File: src/rtl/m_counter_seq.sv
// Command sequencer feeding S/EN/IN of an 8-bit up/down counter.
// One command at a time; count steps paced by a prescaler, RCO watched for wrap.
module m_counter_seq #(
   parameter int PRESC_W = 16,
   parameter int DATA_W  = 8
) (
   input  logic               clk_i,
   input  logic               rst_i,
   input  logic               cmd_valid_i,
   output logic               cmd_ready_o,
   input  logic [1:0]         cmd_op_i,
   input  logic [DATA_W-1:0]  cmd_arg_i,
   input  logic [PRESC_W-1:0] presc_i,
   input  logic               abort_i,
   input  logic               rco_i,
   output logic [1:0]         s_o,
   output logic               en_o,
   output logic [DATA_W-1:0]  in_o,
   output logic               busy_o,
   output logic               done_o,
   output logic [DATA_W-1:0]  steps_left_o,
   output logic               wrap_o
);

   localparam logic [1:0] ST_IDLE   = 2'b00;
   localparam logic [1:0] ST_APPLY  = 2'b01;
   localparam logic [1:0] ST_RUN    = 2'b10;
   localparam logic [1:0] ST_FINISH = 2'b11;

   localparam logic [1:0] OP_CLR = 2'b00;
   localparam logic [1:0] OP_LD  = 2'b10;
   localparam logic [1:0] OP_UP  = 2'b11;
   localparam logic [1:0] S_HOLD = 2'b11;

   logic [1:0]         state_q, state_d;
   logic [1:0]         op_q, op_d;
   logic [DATA_W-1:0]  arg_q, arg_d;
   logic [PRESC_W-1:0] presc_q, presc_d;
   logic [PRESC_W-1:0] pc_q, pc_d;
   logic [DATA_W-1:0]  steps_q, steps_d;
   logic               wrap_q, wrap_d;
   logic               step_due;

   assign step_due     = (state_q == ST_RUN) && (pc_q == presc_q);
   assign en_o         = step_due && !abort_i;
   assign cmd_ready_o  = (state_q == ST_IDLE);
   assign busy_o       = (state_q != ST_IDLE);
   assign done_o       = (state_q == ST_FINISH);
   assign steps_left_o = steps_q;
   assign wrap_o       = wrap_q;

   // Only APPLY and RUN drive the latched op; everything else holds the counter.
   assign s_o  = (state_q == ST_APPLY || state_q == ST_RUN) ? op_q : S_HOLD;
   assign in_o = (state_q == ST_APPLY && op_q == OP_LD) ? arg_q : '0;

   always_comb begin
      state_d = state_q;
      op_d    = op_q;
      arg_d   = arg_q;
      presc_d = presc_q;
      pc_d    = pc_q;
      steps_d = steps_q;
      wrap_d  = wrap_q;
      case (state_q)
         ST_IDLE: begin
            if (cmd_valid_i) begin
               op_d    = cmd_op_i;
               arg_d   = cmd_arg_i;
               presc_d = presc_i;
               pc_d    = '0;
               wrap_d  = 1'b0;
               if (!cmd_op_i[0]) begin
                  state_d = ST_APPLY;
               end else begin
                  steps_d = cmd_arg_i;
                  state_d = (cmd_arg_i != '0) ? ST_RUN : ST_FINISH;
               end
            end
         end
         ST_APPLY: begin
            state_d = ST_FINISH;
         end
         ST_RUN: begin
            if (abort_i) begin
               state_d = ST_FINISH;
            end else if (step_due) begin
               pc_d = '0;
               if (steps_q != '0) begin
                  steps_d = steps_q - DATA_W'(1);
               end
               if (rco_i && op_q == OP_UP) begin
                  wrap_d = 1'b1;
               end
               if (steps_q <= DATA_W'(1)) begin
                  state_d = ST_FINISH;
               end
            end else begin
               pc_d = pc_q + PRESC_W'(1);
            end
         end
         default: begin
            state_d = ST_IDLE;
         end
      endcase
   end

   always_ff @(posedge clk_i) begin
      if (rst_i) begin
         state_q <= ST_IDLE;
         op_q    <= OP_CLR;
         arg_q   <= '0;
         presc_q <= '0;
         pc_q    <= '0;
         steps_q <= '0;
         wrap_q  <= 1'b0;
      end else begin
         state_q <= state_d;
         op_q    <= op_d;
         arg_q   <= arg_d;
         presc_q <= presc_d;
         pc_q    <= pc_d;
         steps_q <= steps_d;
         wrap_q  <= wrap_d;
      end
   end

endmodule
File: config.mk
export PLATFORM = sky130hd
export DESIGN_NAME = m_counter_seq
export DESIGN_NICKNAME = d
export VERILOG_FILES = /design/src/rtl/m_counter_seq.sv
export SDC_FILE = /design/constraint.sdc
export NUM_CORES = 1
export LEC_CHECK = 0
export ABC_CLOCK_PERIOD_IN_PS = 4300
export CAP_MARGIN = 20
export CORE_MARGIN = 2
export CORE_UTILIZATION = 50
export DETAILED_ROUTE_END_ITERATION = 12
export PLACE_DENSITY = 0.77
export SETUP_SLACK_MARGIN = 0.05
export SLEW_MARGIN = 20
export SYNTH_ARGS = -nofsm -noshare
export SYNTH_HDL_FRONTEND = slang
export SYNTH_SLANG_ARGS = --single-unit
File: constraint.sdc
create_clock -name clk_i -period 4.3 [get_ports clk_i]
set_input_delay 0.43 -clock clk_i [delete_from_list [all_inputs] [get_ports clk_i]]
set_output_delay 0.43 -clock clk_i [all_outputs]
set_load 0.05 [all_outputs]
# Word-level counts from Yosys, hierarchy flattened
# Index checks and enable logic that the tools add are counted.
dict set report totals {
  ff_bits 53
  latchBits 0
  ram_bits 0
  romBits 0
  in_bits 31
  output_inout_bits 23
  elab_cells 64
  memories 0
}
dict set report classes {
  addsub 2
  n_mul 0
  div_mod_pow 0
  order_cmp 1
  n_eq_ne 14
  n_shift 0
  muxes 24
  bitwise_logic 0
  reduce_logical 16
}
# cell n
set ops {}
lappend ops {{$mux 16} 3}
lappend ops {{$mux 8} 6}
lappend ops {{$pmux 16 s2} 1}
lappend ops {{$add 16x1->16 const B} 1}
lappend ops {{$eq 16x16->1} 1}
lappend ops {{$pmux 8 s2} 1}
lappend ops {{$reduce_bool 8->1} 2}
lappend ops {{$mux 2} 6}
lappend ops {{$eq 2x2->1 const B} 4}
lappend ops {{$le 8x1->1 const B} 1}
lappend ops {{$sub 8x1->8 const B} 1}
lappend ops {{$ne 2x1->1 const B} 3}
lappend ops {{$ne 2x2->1 const B} 3}
lappend ops {{$pmux 2 s3} 1}
lappend ops {{$reduce_and 3->1} 2}
lappend ops {{$reduce_and 6->1} 1}
lappend ops {{$mux 1} 5}
lappend ops {{$reduce_and 5->1} 1}
lappend ops {{$logic_and 1x1->1} 4}
lappend ops {{$reduce_bool 2->1} 2}
lappend ops {{$ne 3x2->1 const B} 1}
lappend ops {{$ne 3x3->1 const B} 1}
lappend ops {{$eq 2x1->1 const B} 1}
lappend ops {{$logic_not 2->1} 1}
lappend ops {{4 further kinds} 4}

# Logic depth before layout (Yosys ltp)
# Gate-level depths: netlist of run 1.
dict set report logic_depth {
  word_depth 6
  mapped_depth 9
  ltp_nobuf 7
}

# Least setup slack after synthesis of run 1
# Ideal clock, no wire load.
dict set report synth_path {
  path_kind {register -> register}
  from {register state_q[0]}
  to {register pc_q[0]}
  setup_time_ns 0.115
  t_arrival_ns 2.149
  required_time_ns 4.185
  setup_slack_ns 2.036
  path_stages_with_launch 10
  n_path_buf 2
  synth_period_minus_slack_ns 2.264
  cell_sequence {dfxtp_1 > inv_1 > ha_1 > buf_2 > nand2b_4 > a21oi_1 > inv_2 > o21ai_2 > buf_4 > nor2_1}
}
dict set report synth_between {
  word_cells_on_any_way 10
  cone_classes {eq/ne: 3; mux: 3; reduce/logical: 4}
}
# item line_no
set synth_rtl {}
lappend synth_rtl {{start: declaration} 35} ;# logic [1:0] state_q, state_d;
lappend synth_rtl {{start signal: assignment} 117} ;# state_q <= state_d;
lappend synth_rtl {{$logic_not 2->1 (*)} --}
lappend synth_rtl {{named net cmd_ready_o} 10} ;# output logic cmd_ready_o,
lappend synth_rtl {{$ne 2x2->1 (no source line) or $reduce_bool 2->1 (tied branches)} --}
lappend synth_rtl {{$reduce_and 3->1 (no source line)} --}
lappend synth_rtl {{end signal: assignment} 121} ;# pc_q <= pc_d;
lappend synth_rtl {{end: declaration} 39} ;# logic [PRESC_W-1:0] pc_q, pc_d;
# The timed path passes the listed nets; every way through them passes the cells marked *. The select of a mux whose other input is x is not followed.
# A chain may end at the register's enable or synchronous reset.

# Worst setup path after layout of run 1
dict set report layout_path {
  from {register pc_q[11]}
  to {output port en_o}
}
dict set report layout_between {
  elab_chain_len 3
}
# item line_no
set layout_rtl {}
lappend layout_rtl {{$eq 16x16->1} 44} ;# assign step_due = (state_q == ST_RUN) && (pc_q == presc_q);
lappend layout_rtl {{$logic_and 1x1->1} 44}
lappend layout_rtl {{$logic_and 1x1->1} 45} ;# assign en_o = step_due && !abort_i;
lappend layout_rtl {{end: declaration} 17} ;# output logic en_o,
# Every way passes these cells.

==> impl_metrics.tcl, run 1 <==
set metrics [dict create \
    status "complete, no violations" \
    multi_input_area_mm2 0.00162 \
    worst_slack_ns 1.01 \
    async_flop_share_pct 0 \
    cts_buffer_depth 2 \
    clock-skew-final_ns 0.00732 \
    path_clk_slew_ns 0.10 \
    cts_tree "yes" \
    insertion_delay_ns 0.32 \
    synth_edf_count 0 \
    fmaxAchievable_mhz 304 \
    drtPass1Iterations 5 \
    period_needed_ns 3.29 \
    drive_gt1_share_pct 6.35 \
    port_buffers 53 \
    cts_hold_buf 0 \
    yosys-top-cells-count "nand2_1, dfxtp_1, a21oi_1, xor2_1, nor2_1" \
    fin_total_pwr_uw 1890 \
    timing.rr.start "state_q[0]" \
    syn2layout_area_growth_pct 22.1 \
    synthCells 347 \
    layoutNonFillerInstCount 466 \
    power.leakage_uw 0.00132 \
    diodes 0 \
    post-route-period-util_pct 76.4 \
    synth_top_area_share_pct 37.6 \
    synth_area_leaders "dfxtp_1, nand2_1, xor2_1, a21oi_1, nor2_1" \
    yosysMostFrequentCell "nand2_1" \
    globalRouteTotalUtil_pct 24.0 \
    min_from "arg_q[1]" \
    crit_path_end_kind "output port" \
    drc_errors 0 \
    drv_cap 0 \
    maxSlewHeadroom_pct 33.1 \
    drtAntennaViolNets 0 \
    seq_area_frac_synth_pct 37.6 \
    synth.distinct_cells 55 \
    placed_cells 458 \
    drt_iter0_drc 207 \
    rsz0062_at_grt "no" \
    post_cts_buffers 0 \
    netlist_area_mm2 0.00283 \
    dieArea_mm2 0.00627 \
    grt_max_degree 28 \
    nets 431 \
    peakVddDrop_v 0.000364 \
    clock-root-buffer "clkbuf_8" \
    wl_per_cell_um 15.0 \
    grt_pass1_vias 2465 \
    htree_levels 2 \
    rows 27 \
    cp.required_ns 3.87 \
    die_y_um 79.2 \
    post_cts_resize_count 0 \
    grt-ovfl-total 0 \
    yosys_warnings 0 \
    crit_fanout 11 \
    cts_made_buffers 5 \
    setup_violations 0 \
    initial_core_util_pct 51.6 \
    detail_route.vias_per_cell 5.46 \
    finalWirelength_um 6970 \
    final_hold_viol_count 0 \
    avgSynthCellArea_um2 8.14 \
    worst-setup-path-type "reg2out" \
    core_area_mm2 0.00547 \
    slew_viol_final 0 \
    die_w_um 79.2 \
    grt_pass1_wl_um 11800 \
    io_pins 54 \
    p_comb_share_pct 49.9 \
    num_vias 2546 \
    switching_share_pct 45.3 \
    pre_cts_slack_ns 1.40 \
    synth_area_leader_cell "dfxtp_1" \
    antenna_found_initial 0 \
    dpl.hpwl_um 4980 \
    placed_cell_area_mm2 0.00335 \
    tightest_slew_ns 1.00 \
    powerDensity_mw_per_mm2 549 \
    p_switching_uw 857 \
    p_int_uw 1040 \
    synth.net_count 385 \
    clkSinkCount 53 \
    p_clk_share_pct 16.3 \
    stdcell_area_mm2 0.00345 \
    cp_data_arrival_time_ns 2.86 \
    cp-start-kind "register" \
    place_congestion 0.837 \
    synth_flop_cell "dfxtp_1" \
    finalSetupTns_ns 0 \
    worstHoldPathType "reg2reg" \
    regArea_mm2 0.00106 \
    crit_start "pc_q[11]" \
    ys_ff_latch 53 \
    power_frac_seq_pct 33.9 \
    regToRegSetupSlack_ns 1.48 \
    fillers 508 \
]
[critical path, cell delays in order (launching register included)]
cell and delay, ns:
dfxtp_1 0.37, xor2_1 0.19, nor4_2 0.41, and4_1 0.58, and2_1 0.20, clkdlybuf4s50_1 0.79
[cell type report]
type	count	share of cell area [%]
Clock buffer	6	2.39
Clock inverter	2	0.472
Inverter	12	1.31
Multi-Input combinational cell	267	46.8
Sequential cell	53	30.8
Tap cell	72	2.61
Timing Repair Buffer	54	15.6
[per-stage QoR]
step	hold slack, ns	utilization, %
global route	0.475	63.0
floorplan	0.432	-
finish	0.459	63.0
detailed placement	0.445	61.2
CTS	0.459	63.0
global placement	0.440	61.2
[power by group through the flow]
stage	registers, µW	logic [µW]	clock network, µW
CTS	641	938	311
detailed placement	651	929	0
global placement	649	917	0
global route	654	1030	334
finish	641	944	308
floorplan	711	639	0
[cell families (layout without fill, tap and decap cells)]
logic type | Yosys count | in the layout | synth area share (%)
buffers and inverters | 27 | 74 | 5.27
xor gates and xnor gates | 30 | 30 | 9.30
muxes | 5 | 5 | 1.90
and+or+nand+nor | 161 | 161 | 28.5
adders and majority gates | 7 | 7 | 3.10
DFF | 53 | 53 | 37.6
AOI/OAI and AO/OA | 64 | 64 | 14.3
[metal layers]
layer	wire [µm]	part of all wire, %	vias up	global-route usage, %
li1	-	-	1279	-
met1	3340	48	1169	33.7
met2	3050	44	84	36.8
met3	449	6.4	14	4.66
met4	134	1.9	0	8.62
met5	0	0	-	0
[path summary, 6_finish.rpt]
| check | to | cells after the start |
|---|---|---|
| worst max-delay path | en_o | 5 |
| worst min-delay path | arg_q[1] | 2 |
| worst max register to register | pc_q[15] | 7 |
| worst min register to register | arg_q[1] | 2 |
[flip-flops by register name (all words and copies together), names as in the netlist]
signal	flops
pc_q	16
steps_left_o	8
state_q	2
arg_q	8
presc_q	16
wrap_o	1
op_q	2
[cell usage in the layout (no fill, tap or decap), types with 4 or more instances in the layout]
master           synthesis  routed
and2_1                  10      10
nand3_1                  8       8
dfxtp_1                 53      53
xnor2_1                  5       5
nand2b_1                 4       4
xor2_1                  25      25
clkdlybuf4s50_1          0      53
nor2b_1                  4       4
ha_1                     7       7
nand4_1                  4       4
inv_1                   11      11
o21ai_0                  9       9
nor3_1                  13      13
nand2_1                 70      70
and3_1                   4       4
nor2_1                  24      24
clkbuf_8                 3       6
a21oi_1                 32      32
Note: power is estimated with default switching activity, not from simulation.
==> run 2: changes to the inputs <==
- ABC_CLOCK_PERIOD_IN_PS: 4300 -> 3400
- clock period: 4.3 -> 3.4 ns (I/O delays scaled with it)
==> run 2 against run 1 <==
Against the previous run: via count about the same; flip-flop and latch count unchanged; routed wire length about the same; final cell count up 0.64%; first-iteration DRC count up 2.4%; global-route usage down 0.92 points; non-clock buffer count up 3; critical path depth up 1; critical path type unchanged; largest power group unchanged.
==> impl_metrics.tcl, run 2 (synthesized netlist as in run 1, its figures left out) <==
set metrics [dict create \
    nets 434 \
    grt_pass1_vias 2400 \
    globalRouteTotalUtil_pct 23.1 \
    wl_per_cell_um 14.9 \
    setup_violations 0 \
    diodes 0 \
    die_y_um 79.2 \
    drv_cap 0 \
    status "complete, no violations" \
    htree_levels 2 \
    fillers 504 \
    drc_errors 0 \
    powerDensity_mw_per_mm2 706 \
    die_w_um 79.2 \
    worst-setup-path-type "reg2out" \
    crit_path_end_kind "output port" \
    initial_core_util_pct 51.6 \
    syn2layout_area_growth_pct 23.4 \
    cp-start-kind "register" \
    grt_max_degree 28 \
    crit_fanout 11 \
    tightest_slew_ns 0.950 \
    pre_cts_slack_ns 0.777 \
    drt_iter0_drc 212 \
    period_needed_ns 2.98 \
    worst_slack_ns 0.416 \
    finalWirelength_um 6970 \
    antenna_found_initial 0 \
    cts_made_buffers 5 \
    cts_hold_buf 0 \
    rsz0062_at_grt "no" \
    path_clk_slew_ns 0.10 \
    multi_input_area_mm2 0.00162 \
    post_cts_resize_count 0 \
    slew_viol_final 0 \
    worstHoldPathType "reg2reg" \
    cp.required_ns 3.06 \
    post_cts_buffers 0 \
    dpl.hpwl_um 5040 \
    drtPass1Iterations 5 \
    insertion_delay_ns 0.31 \
    peakVddDrop_v 0.000403 \
    clock-skew-final_ns 0.0118 \
    cts_buffer_depth 2 \
    clock-root-buffer "clkbuf_8" \
    fmaxAchievable_mhz 335 \
    num_vias 2548 \
    place_congestion 0.881 \
    final_hold_viol_count 0 \
    top_regs "pc_q x16, presc_q x16" \
    maxSlewHeadroom_pct 36.7 \
    clkSinkCount 53 \
    grt-ovfl-total 0 \
    drtAntennaViolNets 0 \
    core_area_mm2 0.00547 \
    grt_pass1_wl_um 11500 \
    cts_tree "yes" \
    detail_route.vias_per_cell 5.43 \
    post-route-period-util_pct 87.8 \
    mostFrequentLayoutCells "nand2_1, dfxtp_1, clkdlybuf4s50_1" \
    port_buffers 53 \
    power.leakage_uw 0.00134 \
    final_common_cell "nand2_1" \
    regArea_mm2 0.00106 \
    drive_gt1_share_pct 7.05 \
    dieArea_mm2 0.00627 \
    finalSetupTns_ns 0 \
    cp_data_arrival_time_ns 2.64 \
    io_pins 54 \
    rows 27 \
]
-- run 2: changes by cell type in the layout (fill, tap and decap cells not counted) --
cell	previous run	this run
buf_4	1	4
bufinv_16	0	1
clkbuf_8	6	5
clkinv_4	0	1
inv_6	1	0
-- run 2: stage by stage --
| stage | power (µW) | hold slack [ns] | instances | cell area (µm²) | utilization (%) |
|---|---|---|---|---|---|
| 6_report | 2460 | 0.454 | 469 | 3490 | 63.7 |
| 4_1_cts | 2450 | 0.457 | 469 | 3490 | 63.7 |
| 3_5_place_dp | 2010 | 0.445 | 461 | 3370 | 61.6 |
| 2_1_floorplan | 1710 | 0.432 | 347 | 2830 | - |
| 5_1_grt | 2610 | 0.494 | 469 | 3490 | 63.7 |
| 3_3_place_gp | 2000 | 0.439 | 461 | 3370 | 61.6 |
-- run 2: layout make-up --
class	instances	area share, %
clock inverters	3	1.33
multi-input cells	267	46.3
clock buffers	5	1.97
repair buffers	57	16.1
flip-flops and latches	53	30.4
inverters	12	1.29
well taps	72	2.58
-- run 2: path summary, 6_finish.rpt --
| path | startpoint | end | slack [ns] | depth (start not counted) |
|---|---|---|---|---|
| max | pc_q[9] | en_o | 0.42 | 6 |
| min | arg_q[1] | arg_q[1] | 0.45 | 2 |
| max reg2reg | state_q[0] | pc_q[11] | 0.82 | 7 |
| min reg2reg | arg_q[1] | arg_q[1] | 0.45 | 2 |
-- run 2: where the power goes --
part	switching, µW	total, µW	internal (µW)
Clock	214	435	221
Combinational	769	1210	439
Sequential	98.9	818	719
Total	1080	2460	1380
-- run 2: critical path: stages (launching register included) --
cell	delay, ns
dfxtp_1	0.35
xor2_1	0.17
nor4_2	0.43
and4_1	0.25
buf_4	0.19
and2_1	0.14
clkdlybuf4s50_1	0.80
-- run 2: per-layer routing --
layer / track usage (%) / share of wire [%]
met5: 0 / 0
met4: 8.79 / 1.5
met3: 4.32 / 4.6
met1: 32.9 / 50
met2: 34.7 / 44
==> run 3: changes to the inputs <==
- ABC_CLOCK_PERIOD_IN_PS: 3400 -> unset
==> results of run 3 <==
Same layout as run 2: the final DEF is identical, and so are final timing and power.
